==> src/rtl/inst_pool.sv <==
// Instruction pool: DEPTH-entry circular buffer between decode and scheduler.
// Presents the oldest WIN entries per cycle and retires 0..WIN in order.
module inst_pool #(
    parameter int DEPTH = 8,
    parameter int WIN = 2,
    localparam int AW = $clog2(DEPTH),
    localparam int CW = $clog2(DEPTH + 1),
    localparam int IW = $clog2(WIN + 1)
) (
    input  logic              CLK,
    input  logic              RST,
    input  logic              FLUSH,
    input  logic              STALL,
    input  logic              MMU_WAIT,
    input  logic              IN_VALID,
    output logic              IN_READY,
    input  logic [31:0]       PC,
    input  logic [16:0]       OPCODE,
    input  logic [4:0]        RD,
    input  logic [4:0]        RS1,
    input  logic [4:0]        RS2,
    input  logic [31:0]       RINST,
    input  logic [IW-1:0]     ISSUE_NUM,
    output logic [WIN-1:0]    POOL_VALID,
    output logic [32*WIN-1:0] POOL_PC,
    output logic [17*WIN-1:0] POOL_OPCODE,
    output logic [5*WIN-1:0]  POOL_RD,
    output logic [5*WIN-1:0]  POOL_RS1,
    output logic [5*WIN-1:0]  POOL_RS2,
    output logic [32*WIN-1:0] POOL_RINST,
    output logic [CW-1:0]     COUNT
);

    typedef struct packed {
        logic [31:0] pc;
        logic [16:0] op;
        logic [4:0]  rd;
        logic [4:0]  rs1;
        logic [4:0]  rs2;
        logic [31:0] ri;
    } entry_t;

    localparam entry_t NOP = '{
        pc:  32'h0,
        op:  {7'b0010011, 3'b000, 7'b0000000},
        rd:  5'd0,
        rs1: 5'd0,
        rs2: 5'd0,
        ri:  32'h0000_0013
    };

    entry_t        mem_q [DEPTH];
    logic [AW-1:0] head_q, head_d;
    logic [AW-1:0] tail_q, tail_d;
    logic [CW-1:0] count_q, count_d;
    logic          hold;
    logic          push;
    logic [CW-1:0] req;
    logic [CW-1:0] lim;
    logic [CW-1:0] pop_n;

    // Readiness looks only at registered count, never at ISSUE_NUM.
    always_comb begin
        hold     = STALL | MMU_WAIT;
        IN_READY = (count_q != CW'(DEPTH));
        push     = IN_VALID & IN_READY & ~hold & ~RST & ~FLUSH;
        req      = CW'(ISSUE_NUM);
        lim      = (count_q < CW'(WIN)) ? count_q : CW'(WIN);
        pop_n    = '0;
        if (!hold && !RST && !FLUSH) begin
            pop_n = (req < lim) ? req : lim;
        end
        head_d  = head_q + AW'(pop_n);
        tail_d  = tail_q + AW'(push);
        count_d = count_q + CW'(push) - pop_n;
    end

    always_ff @(posedge CLK) begin
        if (RST || FLUSH) begin
            head_q  <= '0;
            tail_q  <= '0;
            count_q <= '0;
        end else begin
            head_q  <= head_d;
            tail_q  <= tail_d;
            count_q <= count_d;
        end
    end

    always_ff @(posedge CLK) begin
        if (push) begin
            mem_q[tail_q] <= '{
                pc: PC, op: OPCODE, rd: RD,
                rs1: RS1, rs2: RS2, ri: RINST
            };
        end
    end

    for (genvar i = 0; i < WIN; i++) begin : g_slot
        logic [AW-1:0] idx;
        logic          v;
        entry_t        e;
        assign idx = head_q + AW'(i);
        assign v   = (CW'(i) < count_q);
        assign e   = v ? mem_q[idx] : NOP;
        assign POOL_VALID[i]           = v;
        assign POOL_PC[32*i +: 32]     = e.pc;
        assign POOL_OPCODE[17*i +: 17] = e.op;
        assign POOL_RD[5*i +: 5]       = e.rd;
        assign POOL_RS1[5*i +: 5]      = e.rs1;
        assign POOL_RS2[5*i +: 5]      = e.rs2;
        assign POOL_RINST[32*i +: 32]  = e.ri;
    end

    assign COUNT = count_q;

endmodule

==> config.mk <==
export PLATFORM = sky130hd
export DESIGN_NAME = inst_pool
export DESIGN_NICKNAME = d
export VERILOG_FILES = /design/src/rtl/inst_pool.sv
export SDC_FILE = /design/constraint.sdc
export NUM_CORES = 1
export LEC_CHECK = 0
export CORE_MARGIN = 1.5
export CORE_UTILIZATION = 63
export CTS_CLUSTER_DIAMETER = 150
export DETAILED_ROUTE_END_ITERATION = 8
export MAX_ROUTING_LAYER = met4
export PLACE_DENSITY = 0.86
export SYNTH_ARGS = -nofsm -noshare
export SYNTH_HDL_FRONTEND = slang
export SYNTH_SLANG_ARGS = --single-unit
==> constraint.sdc <==
create_clock -name CLK -period 15.8 [get_ports CLK]
set_input_delay 2.37 -clock CLK [delete_from_list [all_inputs] [get_ports CLK]]
set_output_delay 2.37 -clock CLK [all_outputs]
set_load 0.01 [all_outputs]
==> results summary, run 1 <==
The flow ran to the end, and the final reports show no timing, DRC or antenna violations. The total routing resource utilization after global routing came out at a little under a third. Counting along the longest clock path gives a buffer depth of 3. The chip width came out at roughly 240 um. The top cell type by area accounts for between 60% and 70% of the synthesized area.

The worst relative slew slack is between 20% and 30%. The reported max-cap violation count came out at 0. The first-pass iteration count of the detailed router is 6.

The part of the Yosys area used for sequential elements is 64.7%. The pin count of the biggest net entering global routing is roughly 160. The core region area came out at ~56000 um^2. The number of distinct standard cells referenced by the synthesized netlist is 40. After synthesis, the cell types taking the most area are sky130_fd_sc_hd__edfxtp_1 64%, sky130_fd_sc_hd__mux4_2 24%, sky130_fd_sc_hd__mux2i_1 2.7%. The signal on the critical path passes through ha_4, buf_4, mux4_2, nand2_1, a21oi_1, clkdlybuf4s50_1. The number of clock sinks seen by CTS is just under 800. The startpoint of the most critical hold path is tail_q[0]. For this run, the leading register cell type out of synthesis is sky130_fd_sc_hd__edfxtp_1. The starting density of the core is a little under two thirds. The final period utilization is roughly 45%. The element type at the critical path end is a primary output. The total of hold buffers inserted after clock tree synthesis is 0. The pre-CTS worst setup slack is roughly 9 ns. The warning count from the yosys run came out at 0.

The number of buffers inserted by post-CTS setup repair came out at 0. The combined area of all synthesized cells came out at between 30000 and 40000 um^2. The count of flip-flops with a built-in enable after synthesis is roughly 770.

The flip-flop and latch count after synthesis is 778. The launch point of the worst reg-to-reg path is COUNT[2]. TritonCTS created 77 clock buffers.

Of all flip-flops after synthesis, the portion carrying an async set or reset was 0%. The largest driver fanout on the critical path came out at 74. The length of routed met2 wiring is about 46 mm.

The path type of the worst min-delay path is reg -> reg. The library cell contributing the largest single delay on the critical path is sky130_fd_sc_hd__buf_4. The count of mapped cells out of synthesis is between 1500 and 2000.

Measured along the y axis, the die boundary spans 242 um. The total leakage power came out at roughly 0.012 uW. The critical path class is reg -> out. Signal routing reaches up to met4. The layout net count is approximately 2300.

The final weighted congestion of routability-driven global placement came out at 0.777. Relative to the synthesized area, the layout overhead comes to 16.1%. The count of pins over their slew limit is 0. After detailed routing, the number of remaining DRC violations is 0. The most common cell in the synthesized netlist is sky130_fd_sc_hd__edfxtp_1. TritonCTS built the clock tree. The peak per-stage delay on the critical path came out at 0.97 ns.

The detailed router put a total of 30.5 mm of wire on met1. The smallest setup slack after layout is between 8 and 9 ns. The clock edge transition at the registers on the reported setup and hold paths came out at about 0.060 ns. The post-route minimum period came out at around 7 ns. In this run the tool buffered the top-level ports with ~300 buffer cells. The number of cell rows came out at 87.

The post-synth net total is 1980. The root buffer cell chosen for the clock tree is sky130_fd_sc_hd__clkbuf_16. The total die area came out at around 59000 um^2.

The layout cell share with drive strength beyond 1 came out at around a quarter. The maximum VDD drop is ~0.00010 V. The total of endpoints with negative setup slack in the final report came out at 0. The critical path data required time is around 13 ns.

The slew at the pin with the worst max-slew slack is around 1.1 ns. The largest total area in the synthesized netlist belongs to sky130_fd_sc_hd__edfxtp_1. In this run the worst setup path begins at head_q[0]. The timing-limited maximum frequency came out at around 140 MHz. The via count came out at about 20000. The post-route clock skew is approximately 0.02 ns. The total negative slack came out at 0 ns. The detailed placer's ending HPWL is roughly 48 mm.

The number of antenna violations at the first check in global routing came out at 8. The worst setup path is launched from a flip-flop. The H-tree was split into 3 levels.

The detailed-route wire length came out at between 80 and 90 mm. The average cell area after synthesis came out at 19.3 um^2. The total of fill cells in the finished design came out at about 3300.

The total power per unit cell area is roughly 100 nW/um^2. Using the TritonRoute via totals, the vias-per-cell ratio works out to 6.85. Setup repair after global routing left no endpoint under its margin. The clock insertion delay at the later pin of the skew report is between 0.6 and 0.7 ns. The number of hold-slack violations in the final timing report came to 0. The wire length of the first global-routing pass is around 130 mm.

The number of antenna-violating nets in the routed design came out at 0. The number of resized instances in the post-cts repair step came out at 0. The count of pins on the block boundary came out at approximately 300. The via count of the first global-routing pass is ~21000. The detailed route wirelength on metal3 is ~8.7 mm. The critical path arrival came out at between 4 and 5 ns. The routed length per placed instance is 29.9 um. After global routing the overflow that remains totals 0.

After synthesis, the most frequently instantiated cells are 768 x sky130_fd_sc_hd__edfxtp_1, 382 x sky130_fd_sc_hd__mux4_2, 203 x sky130_fd_sc_hd__nand2_1, 107 x sky130_fd_sc_hd__nor2_1, 97 x sky130_fd_sc_hd__mux2i_1. The iteration-0 DRC count of the detailed router came out at between 2000 and 2500.
[state kept, by name, summed over array words and instances (netlist names)]
name,flops
mem_q,768
COUNT,4
head_q,3
tail_q,3
[stage by stage]
stage | hold WS [ns] | instances | power (uW) | utilization, % | cell area (um^2)
after floorplan | 0.554 | 1864 | 2360 | - | 36000
after global placement | 0.591 | 2816 | 2440 | 69.8 | 39400
after detailed placement | 0.617 | 2816 | 2450 | 69.8 | 39400
after CTS | 0.633 | 2951 | 4160 | 74.0 | 41700
after global routing | 0.642 | 2959 | 4240 | 74.0 | 41700
final | 0.634 | 2961 | 4140 | 74.0 | 41700
[cell usage in the layout, fill, tap and decap left out, types with 2 or more instances in the layout]
| master | Yosys | layout |
|---|---|---|
| sky130_fd_sc_hd__edfxtp_1 | 768 | 768 |
| sky130_fd_sc_hd__mux4_2 | 382 | 382 |
| sky130_fd_sc_hd__clkdlybuf4s50_1 | 0 | 302 |
| sky130_fd_sc_hd__nand2_1 | 203 | 203 |
| sky130_fd_sc_hd__nor2_1 | 107 | 101 |
| sky130_fd_sc_hd__mux2i_1 | 97 | 97 |
| sky130_fd_sc_hd__a21oi_1 | 94 | 94 |
| sky130_fd_sc_hd__clkbuf_16 | 0 | 80 |
| sky130_fd_sc_hd__buf_4 | 31 | 32 |
| sky130_fd_sc_hd__clkbuf_1 | 35 | 22 |
| sky130_fd_sc_hd__clkinv_1 | 0 | 16 |
| sky130_fd_sc_hd__diode_2 | 0 | 10 |
| sky130_fd_sc_hd__inv_1 | 10 | 9 |
| sky130_fd_sc_hd__ha_1 | 10 | 9 |
| sky130_fd_sc_hd__dfxtp_1 | 10 | 7 |
| sky130_fd_sc_hd__clkinv_2 | 0 | 7 |
| sky130_fd_sc_hd__nand3_1 | 7 | 7 |
| sky130_fd_sc_hd__nor2_4 | 0 | 6 |
| sky130_fd_sc_hd__nand2b_1 | 4 | 4 |
| sky130_fd_sc_hd__and2_1 | 5 | 4 |
| sky130_fd_sc_hd__inv_6 | 0 | 3 |
| sky130_fd_sc_hd__bufinv_16 | 0 | 3 |
| sky130_fd_sc_hd__clkinvlp_4 | 0 | 3 |
| sky130_fd_sc_hd__dfxtp_4 | 0 | 3 |
| sky130_fd_sc_hd__buf_12 | 1 | 3 |
| sky130_fd_sc_hd__mux4_1 | 2 | 2 |
| sky130_fd_sc_hd__o21ai_0 | 2 | 2 |
| sky130_fd_sc_hd__nor3_2 | 0 | 2 |
| sky130_fd_sc_hd__xor2_1 | 2 | 2 |
| sky130_fd_sc_hd__xnor2_1 | 2 | 2 |
| sky130_fd_sc_hd__fa_1 | 2 | 2 |
[final timing paths]
path | to | slack, ns | depth (start not counted)
max | POOL_PC[54] | 8.67 | 6
min | tail_q[0] | 0.63 | 2
max reg2reg | COUNT[3] | 10.72 | 15
min reg2reg | tail_q[0] | 0.63 | 2
[per-layer routing]
layer | vias to the layer above | track usage [%]
met5 | - | -
met4 | 0 | 13.8
met3 | 231 | 5.83
met2 | 1292 | 51.7
met1 | 10500 | 39.6
li1 | 8261 | -
[layout make-up]
class / instances / area (um^2) / area share [%]
clock inverter: 33 / 254 / 0.608
clock buffer: 102 / 2080 / 4.99
antenna: 10 / 25.0 / 0.0599
tap: 756 / 946 / 2.27
timing repair buffer: 337 / 3320 / 7.96
inverter: 10 / 38.8 / 0.0929
multi-input combinational: 935 / 11800 / 28.3
sequential: 778 / 23300 / 55.8
[power breakdown]
part           switching [uW]  internal, uW
clock network             753           976
logic                    72.9          62.2
registers                2.13          2270
[cells by family after synthesis]
| logic type | share of synthesized area, % |
|---|---|
| compound gates | 1.46 |
| buf+inv | 2.76 |
| flops | 64.7 |
| mux | 26.8 |
| xor+xnor | 0.188 |
| simple gates | 3.68 |
| fa+ha+maj | 0.459 |
[worst max-delay path, delay by kind of cell, from the launching register on]
| family | cells | cell delay [ns] |
|---|---|---|
| multiplexers | 1 | 0.37 |
| AO/OA/AOI/OAI | 1 | 0.40 |
| flip-flops | 1 | 0.84 |
| AND/OR/NAND/NOR | 1 | 0.05 |
| adder cells (fa/ha/maj) | 1 | 0.81 |
| buffers and inverters | 2 | 1.59 |
Power figures use the tool's default switching activity.
==> run 2: changes to the inputs <==
--- a/config.mk
+++ b/config.mk
@@ -6,11 +6,11 @@
 export NUM_CORES = 1
 export LEC_CHECK = 0
 export CORE_MARGIN = 1.5
-export CORE_UTILIZATION = 63
+export CORE_UTILIZATION = 53
 export CTS_CLUSTER_DIAMETER = 150
 export DETAILED_ROUTE_END_ITERATION = 8
 export MAX_ROUTING_LAYER = met4
-export PLACE_DENSITY = 0.86
+export PLACE_DENSITY = 0.77
 export SYNTH_ARGS = -nofsm -noshare
 export SYNTH_HDL_FRONTEND = slang
 export SYNTH_SLANG_ARGS = --single-unit
==> constraint.sdc (replaced) <==
create_clock -name CLK -period 6.4 [get_ports CLK]
set_input_delay 0.96 -clock CLK [delete_from_list [all_inputs] [get_ports CLK]]
set_output_delay 0.96 -clock CLK [all_outputs]
set_load 0.01 [all_outputs]
==> run 2 against run 1 <==
Net effect:
- die area rose by 19%
- combinational power rose to 2.5 times the previous value
- critical path depth did not move
- setup slack got worse by 7.3 ns
- sequential share of layout area fell by 0.70 points
- clock power rose to 2.7 times the previous value
- core utilization fell by 11 points
- cell count rose by 4.6%
- flip-flop and latch count did not move
- wire length rose by 0.71%
- register-to-register slack got worse by 8.4 ns
- sequential power rose by 150%
- highest routed layer unchanged
==> results summary, run 2 (synthesis results as in run 1) <==
The detailed placer's ending HPWL is 51.1 mm (was 48.4 mm). The count of placed standard cells in the final layout, fillers left out was 3097 (was 2961). Crit-path cells: buf_4, buf_4, mux4_2, mux2i_1, nor2_1, clkdlybuf4s50_1 (was ha_4, buf_4, mux4_2, nand2_1, a21oi_1, clkdlybuf4s50_1). The number of cell rows is 95 (was 87).

The slew at the pin with the worst max-slew slack is 1.21 ns (was 1.14 ns). The maximum number of buffers from clock root to sink is 3 (unchanged). The via count came out at 20100 (was 20300). The critical path class was reg -> out (unchanged). The total of endpoints with negative setup slack in the final report came to 0 (unchanged). The critical path data required time was 5.44 ns (was 13.43 ns). The leading cell type in the layout, fill and taps excluded is sky130_fd_sc_hd__edfxtp_1 (unchanged). The quantity of I/O buffers inserted on ports came out at 302 (unchanged). The kind of launch point of the worst setup path is a flip-flop (unchanged). The number of resized instances in the post-cts repair step came out at 0 (unchanged). The total of hold buffers inserted after clock tree synthesis came out at 0 (unchanged). The height of the chip is 263 um (was 242 um). The maximum level of the CTS H-tree is 3 (unchanged). The total die area is 69400 um^2 (was 58500 um^2). The count of pins on the block boundary came out at 303 (unchanged). The number of hold-slack violations in the final timing report is 0 (unchanged). The CTS tree is done (unchanged). The post-route clock skew is 0.0354 ns (was 0.0202 ns).

The routed length per placed instance is 28.8 um (was 29.9 um). The most numerous cell type found on the critical path is sky130_fd_sc_hd__buf_4. The element type at the critical path end is a primary output (unchanged). The layout net count came out at 2264 (was 2255).

The clock edge transition at the registers on the reported setup and hold paths is 0.05 ns (was 0.06 ns). The maximum VDD drop came out at 0.000196 V (was 0.000104 V). The flip-flop count of the largest register, all copies and words added is 768 (unchanged). The total leakage power is 0.0126 uW (was 0.0124 uW). The smallest clock period supported by the final layout is computed as just over 5 ns. The path type of the worst min-delay path was reg -> reg (unchanged). The worst relative slew slack is 19.3% (was 23.8%). The largest driver fanout on the critical path is 30 (was 74). The chip width is 263 um (was 242 um). The synthesis-to-finish area growth came to 17.6% (was 16.1%). Static timing analysis puts the maximum clock frequency at about 200 MHz. The pin count of the biggest net entering global routing is 131 (was 161).

The number of remaining DRC errors is 0 (unchanged). The critical path arrival was 4.07 ns (was 4.76 ns). The final weighted congestion of routability-driven global placement is 0.783 (was 0.777). The CTS root buffer was sky130_fd_sc_hd__clkbuf_16 (unchanged). Highest-count cells in the layout ignoring fill and taps: 768 x sky130_fd_sc_hd__edfxtp_1, 382 x sky130_fd_sc_hd__mux4_2, 302 x sky130_fd_sc_hd__clkdlybuf4s50_1 (unchanged). The first-pass iteration count of the detailed router came to 5 (was 6). The post-route standard cell area excluding fillers is 42300 um^2 (was 41700 um^2). Result of the run: completed (unchanged). The reported max-cap violation count is 0 (unchanged).

RSZ-0062 raised after global routing: no (unchanged). The core region area came out at 67200 um^2 (was 56400 um^2). The total power per unit cell area came out at 250 nW/um^2 (was 99.1 nW/um^2). The via count of the first global-routing pass was 21300 (was 21500). The detailed-route wire length came out at 89.2 mm (was 88.5 mm). After layout, the worst path uses around 79% of the clock period. The iteration-0 DRC count of the detailed router came out at 2199 (was 2463).

The library cell contributing the largest single delay on the critical path is sky130_fd_sc_hd__dfxtp_4 (was sky130_fd_sc_hd__buf_4). The wire length of the first global-routing pass came out at 134 mm (was 133 mm). The cell class contributing the biggest share of worst-path delay is buffers and inverters (unchanged). The total placed cells including tap cells came out at 2940 (was 2816). The starting density of the core is 53.5% (was 63.8%). The total negative slack is 0 ns (unchanged). The detail-routed via count per cell came to 6.49 (was 6.85). The global-route congestion overflow total was 0 (unchanged).

The layout cell share with drive strength beyond 1 was 25.1% (was 24.4%). The total routing resource utilization after global routing is 26.8% (was 31.7%). The total placed instance area was 39700 um^2 (was 39400 um^2).

The number of antenna violations at the first check in global routing came out at 12 (was 8). The clock insertion delay at the later pin of the skew report came out at 0.64 ns (was 0.61 ns). The total buffers and inverters traversed by the critical path is 3 (was 2). The count of pins over their slew limit came out at 0 (unchanged). The peak per-stage delay on the critical path is 0.75 ns (was 0.97 ns). The number of clock sinks seen by CTS came out at 778 (unchanged).

The top register by number of flip-flops is mem_q (unchanged). The number of buffers inserted by post-CTS setup repair is 0 (unchanged). The number of antenna-violating nets in the routed design came out at 0 (unchanged). The CTS buffer count is 79 (was 77).
[run 2: worst min-delay path, cell delays in order, from the launching register on]
cell	delay [ns]
sky130_fd_sc_hd__dfxtp_1	0.36
sky130_fd_sc_hd__ha_1	0.15
sky130_fd_sc_hd__and2_1	0.10
[run 2: cell type report]
cell class | instances | area, um^2
multi-input combinational | 935 | 11800
fill | 4489 | 24900
clock buffer | 98 | 2120
tap | 873 | 1090
timing repair buffer | 344 | 3440
clock inverter | 47 | 473
sequential | 778 | 23300
inverter | 10 | 38.8
antenna | 12 | 30.0
[run 2: worst paths after layout]
check | slack (ns) | depth (start not counted) | from | end
setup / recovery | 1.37 | 6 | head_q[1] | POOL_RS2[1]
hold / removal | 0.64 | 2 | tail_q[0] | tail_q[0]
setup reg to reg | 2.37 | 15 | COUNT[2] | COUNT[3]
hold reg to reg | 0.64 | 2 | tail_q[0] | tail_q[0]
[run 2: per-stage QoR]
| step | setup slack (ns) | power [uW] | util (%) | hold slack, ns |
|---|---|---|---|---|
| 3_5_place_dp | 1.88 | 6050 | 59.0 | 0.640 |
| 2_1_floorplan | 0.0342 | 5830 | - | 0.566 |
| 4_1_cts | 1.21 | 10600 | 62.9 | 0.653 |
| 3_3_place_gp | 1.90 | 6040 | 59.0 | 0.585 |
| 6_report | 1.37 | 10600 | 63.0 | 0.643 |
| 5_1_grt | 1.09 | 10800 | 63.0 | 0.689 |
[run 2: routing by layer]
layer	wire [um]	vias up	GRT usage, %
met5	0	-	-
met4	2130	0	9.36
met3	7880	135	5.03
met2	46400	998	43.4
met1	32700	10700	34.5
li1	-	8282	-
[run 2: power breakdown]
group	switching [uW]	internal, uW	total [uW]
sequential	4.87	5600	5610
combinational	185	154	339
clock	1940	2690	4620
